[src/rtl/decode_stage_pkg.sv]
// Shared RV32I decode constants, control/pipeline payload types and the funct3 ALU helper.
package decode_stage_pkg;

   localparam int unsigned XLEN   = 32;
   localparam int unsigned REG_AW = 5;
   localparam int unsigned NREGS  = 2 ** REG_AW;

   localparam logic [6:0] OP_R   = 7'b0110011;
   localparam logic [6:0] OP_I   = 7'b0010011;
   localparam logic [6:0] OP_LW  = 7'b0000011;
   localparam logic [6:0] OP_SW  = 7'b0100011;
   localparam logic [6:0] OP_BEQ = 7'b1100011;
   localparam logic [6:0] OP_JAL = 7'b1101111;

   localparam logic [2:0] ALU_ADD = 3'b000;
   localparam logic [2:0] ALU_SUB = 3'b001;
   localparam logic [2:0] ALU_AND = 3'b010;
   localparam logic [2:0] ALU_OR  = 3'b011;
   localparam logic [2:0] ALU_SLT = 3'b101;

   localparam logic [1:0] RES_ALU = 2'b00;
   localparam logic [1:0] RES_MEM = 2'b01;
   localparam logic [1:0] RES_PC4 = 2'b10;

   typedef struct packed {
      logic       regWrite;
      logic [1:0] resultSrc;
      logic       memWrite;
      logic       jump;
      logic       branch;
      logic [2:0] aluControl;
      logic       aluSrc;
   } ctrlT;

   typedef struct packed {
      ctrlT              ctrl;
      logic [XLEN-1:0]   rd1;
      logic [XLEN-1:0]   rd2;
      logic [XLEN-1:0]   immExt;
      logic [REG_AW-1:0] rs1;
      logic [REG_AW-1:0] rs2;
      logic [REG_AW-1:0] rd;
      logic [XLEN-1:0]   pc;
      logic [XLEN-1:0]   pcPlus4;
   } idExT;

   // {valid, aluControl} for the funct3 values shared by R-type and I-ALU
   function automatic logic [3:0] aluOp(input logic [2:0] funct3);
      case (funct3)
         3'b000:  aluOp = {1'b1, ALU_ADD};
         3'b111:  aluOp = {1'b1, ALU_AND};
         3'b110:  aluOp = {1'b1, ALU_OR};
         3'b010:  aluOp = {1'b1, ALU_SLT};
         default: aluOp = 4'b0000;
      endcase
   endfunction

endpackage

[src/rtl/decode_stage_reg_file.sv]
// 32-entry register file: two async read ports, one sync write port, x0 hardwired to zero.
// REGFILE_BYPASS_EN: when defined, a same-cycle write to the read index is forwarded to the read port.
module decode_stage_reg_file
   import decode_stage_pkg::*;
(
   input  logic              clk,
   input  logic              rst,
   input  logic [REG_AW-1:0] ra1,
   input  logic [REG_AW-1:0] ra2,
   input  logic              we,
   input  logic [REG_AW-1:0] wa,
   input  logic [XLEN-1:0]   wd,
   output logic [XLEN-1:0]   rd1C,
   output logic [XLEN-1:0]   rd2C
);

   logic [XLEN-1:0] regs [NREGS];
   logic            hit1;
   logic            hit2;

   always_ff @(posedge clk or negedge rst) begin
      if (!rst) begin
         for (int unsigned i = 0; i < NREGS; i++) regs[i] <= '0;
      end else if (we && (wa != '0)) begin
         regs[wa] <= wd;
      end
   end

`ifdef REGFILE_BYPASS_EN
   assign hit1 = we && (wa == ra1);
   assign hit2 = we && (wa == ra2);
`else
   assign hit1 = 1'b0;
   assign hit2 = 1'b0;
`endif

   // x0 gate comes first so a bypassed write to x0 can never leak through
   assign rd1C = (ra1 == '0) ? '0 : (hit1 ? wd : regs[ra1]);
   assign rd2C = (ra2 == '0) ? '0 : (hit2 ? wd : regs[ra2]);

endmodule

[src/rtl/decode_stage.sv]
// RV32I decode stage: register file read, control/immediate decode and the ID/EX pipeline register.
// Optional REGFILE_BYPASS_EN enables write-through reads in the register file.
module decode_stage
   import decode_stage_pkg::*;
(
   input  logic              clk,
   input  logic              rst,
   input  logic [XLEN-1:0]   InstrD,
   input  logic [XLEN-1:0]   PCD,
   input  logic [XLEN-1:0]   PCPlus4D,
   input  logic              RegWriteW,
   input  logic [REG_AW-1:0] RdW,
   input  logic [XLEN-1:0]   ResultW,
   input  logic              FlushE,
   output logic [REG_AW-1:0] Rs1D,
   output logic [REG_AW-1:0] Rs2D,
   output logic              RegWriteE,
   output logic [1:0]        ResultSrcE,
   output logic              MemWriteE,
   output logic              JumpE,
   output logic              BranchE,
   output logic [2:0]        ALUControlE,
   output logic              ALUSrcE,
   output logic [XLEN-1:0]   RD1E,
   output logic [XLEN-1:0]   RD2E,
   output logic [XLEN-1:0]   ImmExtE,
   output logic [REG_AW-1:0] Rs1E,
   output logic [REG_AW-1:0] Rs2E,
   output logic [REG_AW-1:0] RdE,
   output logic [XLEN-1:0]   PCE,
   output logic [XLEN-1:0]   PCPlus4E
);

   logic [6:0]      opcode;
   logic [2:0]      funct3;
   logic [6:0]      funct7;
   logic [3:0]      aluDec;
   logic [XLEN-1:0] immI, immS, immB, immJ;
   logic [XLEN-1:0] rd1D, rd2D;
   ctrlT            ctrlD;
   logic [XLEN-1:0] immExtD;
   idExT            idExQ;

   assign opcode = InstrD[6:0];
   assign funct3 = InstrD[14:12];
   assign funct7 = InstrD[31:25];
   assign Rs1D   = InstrD[19:15];
   assign Rs2D   = InstrD[24:20];
   assign aluDec = aluOp(funct3);

   assign immI = {{20{InstrD[31]}}, InstrD[31:20]};
   assign immS = {{20{InstrD[31]}}, InstrD[31:25], InstrD[11:7]};
   assign immB = {{19{InstrD[31]}}, InstrD[31], InstrD[7], InstrD[30:25], InstrD[11:8], 1'b0};
   assign immJ = {{11{InstrD[31]}}, InstrD[31], InstrD[19:12], InstrD[20], InstrD[30:21], 1'b0};

   decode_stage_reg_file u_regFile (
      .clk  (clk),
      .rst  (rst),
      .ra1  (Rs1D),
      .ra2  (Rs2D),
      .we   (RegWriteW),
      .wa   (RdW),
      .wd   (ResultW),
      .rd1C (rd1D),
      .rd2C (rd2D)
   );

   // Control/immediate decode; anything not recognised stays an all-zero bubble
   always_comb begin
      ctrlD   = '0;
      immExtD = '0;
      case (opcode)
         OP_R: begin
            if ((funct7 == 7'b0100000) && (funct3 == 3'b000)) begin
               ctrlD.regWrite   = 1'b1;
               ctrlD.aluControl = ALU_SUB;
            end else if ((funct7 == 7'b0000000) && aluDec[3]) begin
               ctrlD.regWrite   = 1'b1;
               ctrlD.resultSrc  = RES_ALU;
               ctrlD.aluControl = aluDec[2:0];
            end
         end
         OP_I: begin
            if (aluDec[3]) begin
               ctrlD.regWrite   = 1'b1;
               ctrlD.aluSrc     = 1'b1;
               ctrlD.aluControl = aluDec[2:0];
               immExtD          = immI;
            end
         end
         OP_LW: begin
            if (funct3 == 3'b010) begin
               ctrlD.regWrite   = 1'b1;
               ctrlD.resultSrc  = RES_MEM;
               ctrlD.aluSrc     = 1'b1;
               ctrlD.aluControl = ALU_ADD;
               immExtD          = immI;
            end
         end
         OP_SW: begin
            if (funct3 == 3'b010) begin
               ctrlD.memWrite   = 1'b1;
               ctrlD.aluSrc     = 1'b1;
               ctrlD.aluControl = ALU_ADD;
               immExtD          = immS;
            end
         end
         OP_BEQ: begin
            if (funct3 == 3'b000) begin
               ctrlD.branch     = 1'b1;
               ctrlD.aluControl = ALU_SUB;
               immExtD          = immB;
            end
         end
         OP_JAL: begin
            ctrlD.regWrite   = 1'b1;
            ctrlD.jump       = 1'b1;
            ctrlD.resultSrc  = RES_PC4;
            ctrlD.aluControl = ALU_ADD;
            immExtD          = immJ;
         end
         default: ;
      endcase
   end

   // ID/EX register; flush inserts a full-zero bubble but leaves the regfile write alone
   always_ff @(posedge clk or negedge rst) begin
      if (!rst) begin
         idExQ <= '0;
      end else if (FlushE) begin
         idExQ <= '0;
      end else begin
         idExQ.ctrl    <= ctrlD;
         idExQ.rd1     <= rd1D;
         idExQ.rd2     <= rd2D;
         idExQ.immExt  <= immExtD;
         idExQ.rs1     <= Rs1D;
         idExQ.rs2     <= Rs2D;
         idExQ.rd      <= InstrD[11:7];
         idExQ.pc      <= PCD;
         idExQ.pcPlus4 <= PCPlus4D;
      end
   end

   assign RegWriteE   = idExQ.ctrl.regWrite;
   assign ResultSrcE  = idExQ.ctrl.resultSrc;
   assign MemWriteE   = idExQ.ctrl.memWrite;
   assign JumpE       = idExQ.ctrl.jump;
   assign BranchE     = idExQ.ctrl.branch;
   assign ALUControlE = idExQ.ctrl.aluControl;
   assign ALUSrcE     = idExQ.ctrl.aluSrc;
   assign RD1E        = idExQ.rd1;
   assign RD2E        = idExQ.rd2;
   assign ImmExtE     = idExQ.immExt;
   assign Rs1E        = idExQ.rs1;
   assign Rs2E        = idExQ.rs2;
   assign RdE         = idExQ.rd;
   assign PCE         = idExQ.pc;
   assign PCPlus4E    = idExQ.pcPlus4;

endmodule
[config.mk]
export PLATFORM = sky130hd
export DESIGN_NAME = decode_stage
export DESIGN_NICKNAME = d
export VERILOG_FILES = /design/src/rtl/decode_stage_pkg.sv /design/src/rtl/decode_stage_reg_file.sv /design/src/rtl/decode_stage.sv
export SDC_FILE = /design/constraint.sdc
export NUM_CORES = 2
export LEC_CHECK = 0
export CAP_MARGIN = 30
export CORE_MARGIN = 5
export CORE_UTILIZATION = 55
export CTS_CLUSTER_SIZE = 12
export DETAILED_ROUTE_END_ITERATION = 12
export GPL_ROUTABILITY_DRIVEN = 0
export PLACE_DENSITY = 0.77
export SYNTH_ARGS = -nofsm -noshare
export SYNTH_HDL_FRONTEND = slang
export SYNTH_SLANG_ARGS = --single-unit
export TNS_END_PERCENT = 50
[constraint.sdc]
create_clock -name clk -period 1.5 [get_ports clk]
set_clock_uncertainty 0.1 [all_clocks]
set_input_delay 0.15 -clock clk [delete_from_list [all_inputs] [get_ports clk]]
set_output_delay 0.15 -clock clk [all_outputs]
set_load 0.02 [all_outputs]
==> impl_metrics.env <==
export IMPL_setup_viol=221
export IMPL_pwr_share_comb_pct=22.2
export IMPL_drv_cap=0
export IMPL_grt_pass1_wl_mm=281
export IMPL_startpoint="u_regFile.regs[553]"
export IMPL_slowest_delay_ns=0.51
export IMPL_initial_core_util_pct=55.5
export IMPL_drive_gt1_share_pct=57.7
export IMPL_cpMaxStageDelayCell="mux4_2"
export IMPL_r2r_cells=5
export IMPL_avgSynthCellArea_sq_um=15.7
export IMPL_power_internal_uw=69100
export IMPL_violations="setup timing"
export IMPL_rsz0062_at_grt="yes"
export IMPL_setup_slack_ns=-0.290
export IMPL_status="finished, violations left"
export IMPL_p_sw_share_pct=26.9
export IMPL_r2r_start="u_regFile.regs[553]"
export IMPL_drc_errors=0
export IMPL_fin_cells=6126
export IMPL_grt_pass1_vias=43224
export IMPL_fp_coreArea_sq_um=107000
export IMPL_dr_pass1_iters=7
export IMPL_dp_cells=5798
export IMPL_path_delay_family="compound AO/OA/AOI/OAI gates"
export IMPL_yosysSeqAreaShare_pct=50.4
export IMPL_cts_tree="yes"
export IMPL_crit_type="reg -> reg"
export IMPL_drtAntennaViolNets=0
export IMPL_yosys_warnings=0
export IMPL_maxSlewViolCount=0
export IMPL_area_growth_pct=29.4
export IMPL_setup_worst_path_end="RD2E[9]"
export IMPL_synth_area_sq_um=59500
export IMPL_grt_max_degree=78
export IMPL_async_flop_share_pct=100
export IMPL_cts_sinks=1197
export IMPL_dieWidth_um=339
export IMPL_cp_depth=5
export IMPL_p_sw_uw=25500
export IMPL_synth_nets=3935
export IMPL_row_count=120
export IMPL_place_area_sq_um=70700
export IMPL_arrival_ns=2.31
export IMPL_clk_latency_ns=0.76
export IMPL_fmax_ghz=0.559
export IMPL_postSynthCellCount=3798
export IMPL_dp_slack_ns=-0.918
export IMPL_p_leak_uw=0.0342
export IMPL_synth_edf_count=0
export IMPL_p_seq_share_pct=44.3
export IMPL_drtIter0Drc=3671
export IMPL_dp_hpwl_mm=125
export IMPL_layout_nets=4767
export IMPL_hold_class="in -> reg"
export IMPL_synth_ff_type="dfrtp_1"
export IMPL_reg2reg_to="RD2E[9]"
export IMPL_required_ns=2.02
export IMPL_finalCritPeriodShare_pct=119
export IMPL_clkSlewWorstSetupHoldPaths_ns=0.06
export IMPL_slew_headroom_pct=37.7
export IMPL_synth_seq_cells=1197
export IMPL_routed_wl_mm=188
export IMPL_final_area_sq_um=77000
export IMPL_numCtsBuffers=130
export IMPL_cts_root_buffer="clkbuf_16"
export IMPL_grt_usage_pct=32.5
export IMPL_max_vdd_ir_drop_v=0.00104
export IMPL_num_vias=40475
export IMPL_path_cells="buf_6 -> mux4_2 -> a22o_4 -> a221oi_2 -> a21oi_1"
export IMPL_portBuffers=331
export IMPL_crit_buf_inv=1
export IMPL_antenna_found_initial=5
export IMPL_fin_setup_tns_ns=-14.94
export IMPL_r2r_slack_ns=-0.29
export IMPL_p_clk_share_pct=33.5
export IMPL_startpoint_type="register"
export IMPL_htreeDepth=4
export IMPL_grt_overflow=0
export IMPL_ioPinCount=332
export IMPL_cp_end_kind="register"
export IMPL_cts_buffer_depth=3
export IMPL_power_density_nw_per_um2=1230
export IMPL_critPathMaxFanout=2
export IMPL_hold_path_depth=3
export IMPL_via_per_inst=6.61
export IMPL_die_h_um=339
export IMPL_wl_per_cell_um=30.8
export IMPL_worstMarginPinSlew_ns=0.931
export IMPL_hold_viol_final=0
export IMPL_dieArea_sq_um=115000
export IMPL_fin_crit_ns=1.79
export IMPL_synth_distinct_cells=50
stage by stage:
stage	power [uW]	hold WS (ns)	util [%]
floorplan	53700	-0.246	-
global placement	60900	-0.0391	66.0
detailed placement	61900	-0.0396	66.0
CTS	94000	0.00307	70.8
global route	98200	0.0220	71.8
finish	94600	0.0403	71.8
worst min-delay path by stage:
stage          startpoint        endpoint  slack [ns]
3_5_place_dp          rst         BranchE       -0.04
5_1_grt           PCD[28]         PCE[28]        0.02
3_3_place_gp          rst      ImmExtE[1]       -0.04
4_1_cts           PCD[26]         PCE[26]       0.003
6_report          PCD[28]         PCE[28]        0.04
2_1_floorplan         rst  ALUControlE[0]       -0.25
logic make-up (layout without fill, tap and decap cells):
group	after synthesis	after routing	synth area share, %
simple gates	265	265	2.32
xor+xnor	1	1	0.0147
mux	1650	1650	40.6
other cells	0	3	0
flops	1197	1197	50.4
buf+inv	438	1360	3.43
compound gates	247	247	3.24
flip-flops by register name (all words and copies together) (netlist names):
name / cells
u_regFile.regs: 1024
PCE: 32
PCPlus4E: 32
RD1E: 32
RD2E: 32
ImmExtE: 21
RdE: 5
Rs1E: 5
Rs2E: 5
ALUControlE: 3
ALUSrcE: 1
BranchE: 1
JumpE: 1
MemWriteE: 1
RegWriteE: 1
ResultSrcE: 1
synthesized netlist by cell type, types with 2 or more instances:
| master | count | area share (%) |
|---|---|---|
| dfrtp_1 | 1197 | 50 |
| mux2_2 | 891 | 17 |
| mux4_2 | 512 | 19 |
| clkbuf_1 | 196 | 1.2 |
| mux2i_1 | 146 | 2.5 |
| buf_2 | 116 | 0.98 |
| mux2_1 | 101 | 1.9 |
| nor2b_1 | 86 | 0.90 |
| nor2_1 | 81 | 0.51 |
| buf_1 | 69 | 0.44 |
| o221ai_1 | 49 | 0.72 |
| o22a_1 | 49 | 0.72 |
| nand2_1 | 41 | 0.26 |
| buf_4 | 37 | 0.47 |
| a22o_1 | 32 | 0.47 |
| a221oi_1 | 31 | 0.46 |
| o21ai_0 | 30 | 0.25 |
| a21oi_1 | 23 | 0.19 |
| buf_6 | 15 | 0.28 |
| a22oi_1 | 13 | 0.16 |
| nor3_1 | 12 | 0.10 |
| and2_1 | 10 | 0.11 |
| a31oi_1 | 7 | 0.074 |
| nand3_1 | 6 | 0.050 |
| inv_1 | 5 | 0.032 |
| o21ai_1 | 5 | 0.042 |
| nand4_1 | 3 | 0.032 |
| nor3b_1 | 3 | 0.038 |
| nor4_1 | 3 | 0.032 |
| nor4_2 | 3 | 0.063 |
| or2_2 | 3 | 0.032 |
| and3_1 | 2 | 0.021 |
| nand2b_1 | 2 | 0.021 |
| nor3_2 | 2 | 0.034 |
| o211ai_1 | 2 | 0.025 |
worst min-delay path, delay by kind of cell:
kind                   cells  cell delay (ns)
buffers and inverters      2             0.55
AND/OR/NAND/NOR            1             0.13
placed cells by master, fill, tap and decap left out, types with 7 or more instances in the layout:
master | synthesis | layout
mux4_2 | 512 | 512
buf_6 | 15 | 198
dfrtp_1 | 1197 | 1182
mux2_1 | 101 | 101
clkbuf_16 | 0 | 135
and2_1 | 10 | 10
a221oi_2 | 1 | 31
clkbuf_8 | 0 | 22
nor2_1 | 81 | 38
a31oi_1 | 7 | 7
buf_2 | 116 | 12
nor2b_1 | 86 | 80
a22o_1 | 32 | 31
mux2i_2 | 0 | 9
o21ai_0 | 30 | 22
clkinv_2 | 0 | 9
buf_12 | 0 | 215
nor2_2 | 1 | 31
nor3_1 | 12 | 10
dlygate4sd3_1 | 0 | 79
mux2i_1 | 146 | 136
nor2_4 | 0 | 13
nand2_1 | 41 | 21
o22a_1 | 49 | 49
clkbuf_1 | 196 | 38
o221ai_2 | 0 | 45
a22oi_1 | 13 | 12
buf_4 | 37 | 483
mux2_2 | 891 | 891
a21oi_1 | 23 | 10
clkdlybuf4s50_1 | 0 | 125
a21oi_2 | 0 | 13
dfrtp_2 | 0 | 15
nand2_2 | 0 | 19
o21ai_2 | 0 | 7
timing repair:
item,in CTS,in global routing
pin swaps,13,64
endpoints found under the hold margin,1289,19
buffers inserted,3,24
gates cloned,0,2
hold buffers,76,5
gates resized for setup,985,325
endpoints found under the setup margin,263,686
layout make-up:
cell class	instances	area [sq um]
diodes	3	7.51
inverters	5	18.8
flip-flops and latches	1197	30000
clock inverters	30	399
clock buffers	192	3760
repair buffers	1133	12600
well taps	1403	1760
multi-input cells	2163	28500
fillers	6492	30200
power by group through the flow:
stage               clock [uW]  sequential [uW]  combinational (uW)
finish                   31700            41900               21000
global route             33400            42500               22300
CTS                      32000            41700               20300
detailed placement           0            42100               19800
global placement             0            41600               19200
floorplan                    0            41200               12500
routing by layer:
layer  global-route usage, %  routed length, um  vias up
li1                        -                  -    16298
met1                    42.9              71600    21472
met2                    51.2              89500     2131
met3                    7.82              16500      572
met4                    16.2              10900        2
met5                       0                 11        -
Power figures use the tool's default switching activity.
